[config.mk]
export PLATFORM = sky130hd
export DESIGN_NAME = serial_adder
export DESIGN_NICKNAME = d
export VERILOG_FILES = /design/src/rtl/serial_adder_pkg.sv /design/src/rtl/serial_adder_fa_cell.sv /design/src/rtl/serial_adder.sv
export SDC_FILE = /design/constraint.sdc
export NUM_CORES = 1
export LEC_CHECK = 0
export ABC_AREA = 1
export CAP_MARGIN = 5
export CORE_MARGIN = 2
export CORE_UTILIZATION = 55
export CTS_BUF_LIST = sky130_fd_sc_hd__clkbuf_8
export DETAILED_ROUTE_END_ITERATION = 8
export GPL_TIMING_DRIVEN = 0
export PLACE_DENSITY_LB_ADDON = 0.3
export SLEW_MARGIN = 10
export SYNTH_ARGS = -nofsm -noshare
export SYNTH_HDL_FRONTEND = slang
export SYNTH_SLANG_ARGS = --single-unit
[constraint.sdc]
create_clock -name clk_i -period 2 [get_ports clk_i]
set_input_delay 0.2 -clock clk_i [delete_from_list [all_inputs] [get_ports clk_i]]
set_output_delay 0.2 -clock clk_i [all_outputs]
set_load 0.02 [all_outputs]
[src/rtl/serial_adder_pkg.sv]
// serial_adder_pkg: shared types, sizing helpers and parameter checks for
// the digit-serial adder.
package serial_adder_pkg;

   // Controller states
   typedef enum logic [0:0] {
      ST_IDLE = 1'b0,
      ST_RUN  = 1'b1
   } state_e;

   // Legal parameter limits
   localparam int MIN_WIDTH = 1;
   localparam int MIN_DIGIT = 1;

   // Digit counter width: clog2 of the digit count, never below one bit
   function automatic int cnt_width(input int width, input int digit);
      int n;
      int w;
      n = width / digit;
      w = $clog2(n);
      if (w < 1) begin
         return 1;
      end else begin
         return w;
      end
   endfunction

   // True when WIDTH/DIGIT describe a buildable adder
   function automatic bit params_ok(input int width, input int digit);
      return (width >= MIN_WIDTH) && (digit >= MIN_DIGIT) &&
             (digit <= width) && ((width % digit) == 0);
   endfunction

endpackage

[src/rtl/serial_adder_fa_cell.sv]
// fa_cell: one-bit combinational full adder, chained DIGIT times per cycle.
module fa_cell (
   input  logic a_i,
   input  logic b_i,
   input  logic c_i,
   output logic s_o,
   output logic co_o
);

   assign s_o  = a_i ^ b_i ^ c_i;
   assign co_o = (a_i & b_i) | (c_i & (a_i ^ b_i));

endmodule

[src/rtl/serial_adder.sv]
// serial_adder: adds two WIDTH-bit operands plus carry-in, DIGIT bits per
// clock, with a start/busy/done handshake. Defining SERIAL_ADDER_SUB_EN adds
// the sub_i port, which turns an accepted request into a - b.
module serial_adder
   import serial_adder_pkg::*;
#(
   parameter int WIDTH = 8,
   parameter int DIGIT = 1
) (
   input  logic             clk_i,
   input  logic             rst_i,
   input  logic             start_i,
   input  logic [WIDTH-1:0] a_i,
   input  logic [WIDTH-1:0] b_i,
   input  logic             cin_i,
`ifdef SERIAL_ADDER_SUB_EN
   input  logic             sub_i,
`endif
   output logic             busy_o,
   output logic             done_o,
   output logic [WIDTH-1:0] sum_o,
   output logic             cout_o
);

   localparam int N  = WIDTH / DIGIT;
   localparam int CW = cnt_width(WIDTH, DIGIT);
   localparam logic [CW-1:0] LAST_CNT = CW'(N - 1);

   if (!params_ok(WIDTH, DIGIT)) begin : g_bad_params
      $error("serial_adder: WIDTH must be >= 1 and a multiple of DIGIT");
   end

   state_e           state_q, state_d;
   logic [WIDTH-1:0] a_q, a_d;
   logic [WIDTH-1:0] b_q, b_d;
   logic [WIDTH-1:0] res_q, res_d;
   logic             carry_q, carry_d;
   logic [CW-1:0]    cnt_q, cnt_d;
   logic [WIDTH-1:0] sum_q, sum_d;
   logic             cout_q, cout_d;
   logic             done_q, done_d;

   logic [DIGIT:0]   chain_c;
   logic [DIGIT-1:0] chain_s;
   logic [WIDTH-1:0] res_shift;
   logic             sub_req;

`ifdef SERIAL_ADDER_SUB_EN
   assign sub_req = sub_i;
`else
   assign sub_req = 1'b0;
`endif

   // Ripple chain over the low digit of the operand registers
   assign chain_c[0] = carry_q;
   for (genvar gi = 0; gi < DIGIT; gi++) begin : g_fa
      fa_cell u_fa (
         .a_i  (a_q[gi]),
         .b_i  (b_q[gi]),
         .c_i  (chain_c[gi]),
         .s_o  (chain_s[gi]),
         .co_o (chain_c[gi+1])
      );
   end

   // New digit enters at the top; after N shifts the result is aligned
   if (DIGIT == WIDTH) begin : g_res_full
      assign res_shift = chain_s;
   end else begin : g_res_shift
      assign res_shift = {chain_s, res_q[WIDTH-1:DIGIT]};
   end

   // Next-state and datapath update; done defaults low so it only pulses
   always_comb begin
      state_d = state_q;
      a_d     = a_q;
      b_d     = b_q;
      res_d   = res_q;
      carry_d = carry_q;
      cnt_d   = cnt_q;
      sum_d   = sum_q;
      cout_d  = cout_q;
      done_d  = 1'b0;
      case (state_q)
         ST_IDLE: begin
            if (start_i) begin
               a_d     = a_i;
               b_d     = sub_req ? ~b_i : b_i;
               carry_d = sub_req ? 1'b1 : cin_i;
               res_d   = {WIDTH{1'b0}};
               cnt_d   = {CW{1'b0}};
               state_d = ST_RUN;
            end else begin
               state_d = ST_IDLE;
            end
         end
         ST_RUN: begin
            a_d     = a_q >> DIGIT;
            b_d     = b_q >> DIGIT;
            res_d   = res_shift;
            carry_d = chain_c[DIGIT];
            cnt_d   = cnt_q + CW'(1'b1);
            if (cnt_q == LAST_CNT) begin
               sum_d   = res_shift;
               cout_d  = chain_c[DIGIT];
               done_d  = 1'b1;
               state_d = ST_IDLE;
            end else begin
               state_d = ST_RUN;
            end
         end
         default: begin
            state_d = ST_IDLE;
         end
      endcase
   end

   // State and datapath registers; reset abandons any operation in flight
   always_ff @(posedge clk_i or posedge rst_i) begin
      if (rst_i) begin
         state_q <= ST_IDLE;
         a_q     <= {WIDTH{1'b0}};
         b_q     <= {WIDTH{1'b0}};
         res_q   <= {WIDTH{1'b0}};
         carry_q <= 1'b0;
         cnt_q   <= {CW{1'b0}};
         sum_q   <= {WIDTH{1'b0}};
         cout_q  <= 1'b0;
         done_q  <= 1'b0;
      end else begin
         state_q <= state_d;
         a_q     <= a_d;
         b_q     <= b_d;
         res_q   <= res_d;
         carry_q <= carry_d;
         cnt_q   <= cnt_d;
         sum_q   <= sum_d;
         cout_q  <= cout_d;
         done_q  <= done_d;
      end
   end

   assign busy_o = (state_q == ST_RUN);
   assign done_o = done_q;
   assign sum_o  = sum_q;
   assign cout_o = cout_q;

endmodule
After elaboration in Yosys (flattened, before gate mapping)
Index checks and enable logic that the tools add are counted.

cells by class
  $add $sub $neg = 1
  multiply operators = 0
  divide/modulo/power cells = 0
  order comparisons = 0
  eq/ne operators = 2
  shifts and indexed selects = 0
  multiplexer cells = 15
  bitwise gates (word level) = 6
  reductions and logical operators = 1

operators with widths
  operator                                      count
  case mux 8 bit (2 select lines)               3
  2-to-1 mux 8 bit                              3
  case mux 3 bit (2 select lines)               1
  2-to-1 mux 1 bit                              5
  case mux 1 bit (2 select lines)               2
  adder 3 x 1 -> 3 bit, second input constant   1
  == test 3 bit, second input constant          1
  2-to-1 mux 3 bit                              1
  AND 1 bit                                     2
  inequality test 2 bit, second input constant  1
  AND reduction 2 bit                           1
  bitwise XOR 1 bit                             2
  inverter 1 bit                                1
  OR 1 bit                                      1

storage, ports and cells
  register bits = 39
  bits in latches = 0
  bits in writable memories = 0
  memory bits (read-only) = 0
  input port bits = 20
  logic and storage cells = 34
  memories kept = 0

Longest topological paths before layout
  depth after elaboration = 4
  mapped depth = 6

Hierarchy
Synthesis repeated with hierarchy kept, for this count alone.

second synthesis, totals
  cells, all modules = 171
  area total of the unflattened synthesis = 1604.0 µm²

modules (own cells, without submodules)
  module        instances  cells each  area an instance (µm²)  seq. area each (µm²)
  serial_adder  1          170         1584.0                  950.9
  fa_cell       1          1           20.0                    0.0

Worst setup path after synthesis
OpenSTA, ideal clock, no wires.

  kind = reg2reg
  start point = reg cnt_q[0]
  end point = reg sum_q[5] (netlist: sum_o[5])
  library setup time = 126 ps
  arrival = 1146 ps
  slack = 728 ps
  cell stages (with the launch flop) = 6
  path buffers = 1
  clock period less this slack = 1272 ps
  path through = dfrtp_1 > ha_1 > ha_1 > nand2_1 > buf_2 > o21ai_0

between the ends
  word-level cells in the longest chain between the ends = 2

ends and longest elaborated chain
  what                                  line                 source
  start: declaration                    serial_adder.sv:38   logic [CW-1:0] cnt_q, cnt_d;
  start signal: assignment              serial_adder.sv:126  cnt_q <= {CW{1'b0}};
  start signal: assignment              serial_adder.sv:136  cnt_q <= cnt_d;
  == test 3 bit                         serial_adder.sv:103  if (cnt_q == LAST_CNT) begin
  AND reduction 2 bit (no source line)  --
  end signal: assignment                serial_adder.sv:127  sum_q <= {WIDTH{1'b0}};
  end signal: assignment                serial_adder.sv:137  sum_q <= sum_d;
  end: declaration                      serial_adder.sv:39   logic [WIDTH-1:0] sum_q, sum_d;

No other way between the ends.
A chain may end at the register's enable or synchronous reset.

Final worst setup path
  start point = reg state_q (netlist: busy_o)
  end point = out busy_o

RTL lines
  what                      line                 source
  start: declaration        serial_adder.sv:33   state_e state_q, state_d;
  start signal: assignment  serial_adder.sv:131  state_q <= state_d;
  end: declaration          serial_adder.sv:19   output logic busy_o,

No word-level cell between the ends.

==> metrics <==
slowest stage cell, crit path clkdlybuf4s50_1; core area 0.002758 mm^2; CTS Buffer Depth 2; Die ar. 0.003357 mm^2; Final Max Tran Viols 0; initial core utilization 58.03%; maximum level of the CTS H-tree 2; CP Class reg2out; count of cell types in the netlist 14; Worst-Skew Late Latency 290 ps; Syn Nets 194; Nets 230; unrepaired setup endpoints after global routing false; Root Driver clkbuf_8; HPWL Detailed 2196 um; Synth-to-Final Area Change 25.72%; Fillers 223; pin count of the biggest net entering global routing 39; DR vias 1,289; final hold viol count 0; max_cap viols 0; WP data required 1800 ps; Final period util 76.38%; initial DRC count 47; multi-input logic area 536.8 um^2; #FFs+latches synth 38; postcts setup bufs 0; Worst Max-Slew Pin Slew 756.0 ps; CTS Hold Bufs 0; sequential share of the synthesized area 59.42%; total CTS buffers 5; crit end category output port; CTS tree done; Clock transition at path regs 70 ps; antenna diode count 0; pre-CTS setup slack 517.8 ps; Avg Inst Size Synth 9.358 um^2; Post-synth EDFFs 0; Static Leak 0.9863 nW; RD Place Congestion 0.8237; Total Wirelength 3151 um; final worst slack 472.4 ps; initial antenna violation count 0; DRT antenna net count 0; Worst path max stage delay 630 ps; Global Route Usage Sum 22.32%; Num Clock Sinks 38; setup TNS 0 ps; Netlist Area Pre-Place 0.001600 mm^2; relative slew slack 49.53%; layout cells sized above 1 8.738%; worst path bufs/invs 1; cells along the critical path clkdlybuf4s50_1; vias in the first global route 1,291; Gate Count Post-Synth 171; DRC viols 0; Die Span Y 57.94 um; kind of cell adding the most delay to the critical path buffers and inverters; final setup fails 0; grt ovf 0; Final Power 2.836 mW; Reg area 950.9 um^2; status completed; Synth async-reset ratio 100.0%; crit path DAT 1330 ps; Synth Warn # 0; Top FF cell, synth dfrtp_1; detail-routed via count per cell 5.439; input/output buffers 29; worst-path fanout max 3; Hold WS 268.6 ps; Startpoint Class flop; TritonRoute pass-1 iters 4; number of I/O pins 31; first-pass GRT wire length 5616 um; Fmax 0.6546 GHz; # resized after CTS 0; DIE WIDTH 57.94 um; Final Skew 5.794 ps; Worst VDD drop 963.6 uV; pwr dens 1410 mW/mm^2; Hold WC Path Type in2reg; Row Count 19; wire length per cell 13.30 um; Period minus WS final 1528 ps
## stage by stage
step                      util, %  instances  instance area (um^2)
after floorplan                 -        171                  1600
after global placement      69.96        231                  1929
after detailed placement    69.96        231                  1929
after CTS                   72.96        237                  2012
after global routing        72.96        237                  2012
final                       72.96        237                  2012
## cell families after synthesis
family / after synthesis / synth area share, %
flip-flops: 38 / 59.42
AND/OR/NAND/NOR: 96 / 26.04
AO/OA/AOI/OAI: 15 / 4.691
adder cells (fa/ha/maj): 3 / 2.814
buffers and inverters: 19 / 7.036
## cells in the final DEF (no fill, tap or decap)
cell / Yosys / final
nand3_1: 32 / 32
clkdlybuf4s50_1: 0 / 29
inv_1: 9 / 8
nand2_1: 62 / 62
ha_1: 2 / 2
o21ai_1: 5 / 5
nor2_8: 1 / 1
buf_2: 3 / 3
buf_6: 4 / 4
inv_2: 1 / 2
o21ai_0: 10 / 10
buf_4: 2 / 2
nor2_1: 1 / 1
fa_1: 1 / 1
dfrtp_1: 38 / 38
clkbuf_8: 0 / 6
## registers in the layout (all words and copies together) (netlist names)
signal   flops
cout_o       1
b_q          8
sum_o        8
a_q          8
busy_o       1
carry_q      1
res_q        7
cnt_q        3
done_o       1
## where the power goes
part	total, mW	internal (mW)	switching (mW)
logic	1.08	0.472	0.609
clock network	0.514	0.265	0.249
registers	1.24	1.07	0.166
## worst paths after layout
kind                       startpoint  endpoint  slack, ps  depth (start not counted)
max reg2reg                  cnt_q[0]  sum_o[2]        520                          5
min                           start_i    a_q[0]        270                          3
min reg2reg                    a_q[7]    a_q[7]        480                          2
min in group asynchronous       rst_i  sum_o[0]        370                          2
max in group asynchronous       rst_i  cnt_q[0]       1150                          2
max                            busy_o    busy_o        470                          1
## layer usage
layer  routed length, um  global-route usage (%)  vias up  part of all wire, %
met3                 170                   7.366        7                  5.4
met4                  65                   7.641        0                  2.1
met1                1358                   27.86      628                   43
met2                1557                   36.69       36                   49
li1                    -                       -      618                    -
met5                   0                       0        -                    0
## Yosys cell counts (2+ instances only)
master	number	share of area, %
nand2_1	62	15
dfrtp_1	38	59
nand3_1	32	10
o21ai_0	10	3.1
inv_1	9	2.1
o21ai_1	5	1.6
buf_6	4	2.8
buf_2	3	0.94
buf_4	2	0.94
ha_1	2	1.6
## final cells by class
cell class / count / area share [%]
inverters: 10 / 1.866
flip-flops and latches: 38 / 47.26
well taps: 31 / 1.928
multi-input cells: 114 / 26.68
clock buffers: 6 / 4.104
plain buffers: 9 / 3.731
repair buffers: 29 / 14.43
Note: power is estimated with default switching activity, not from simulation.
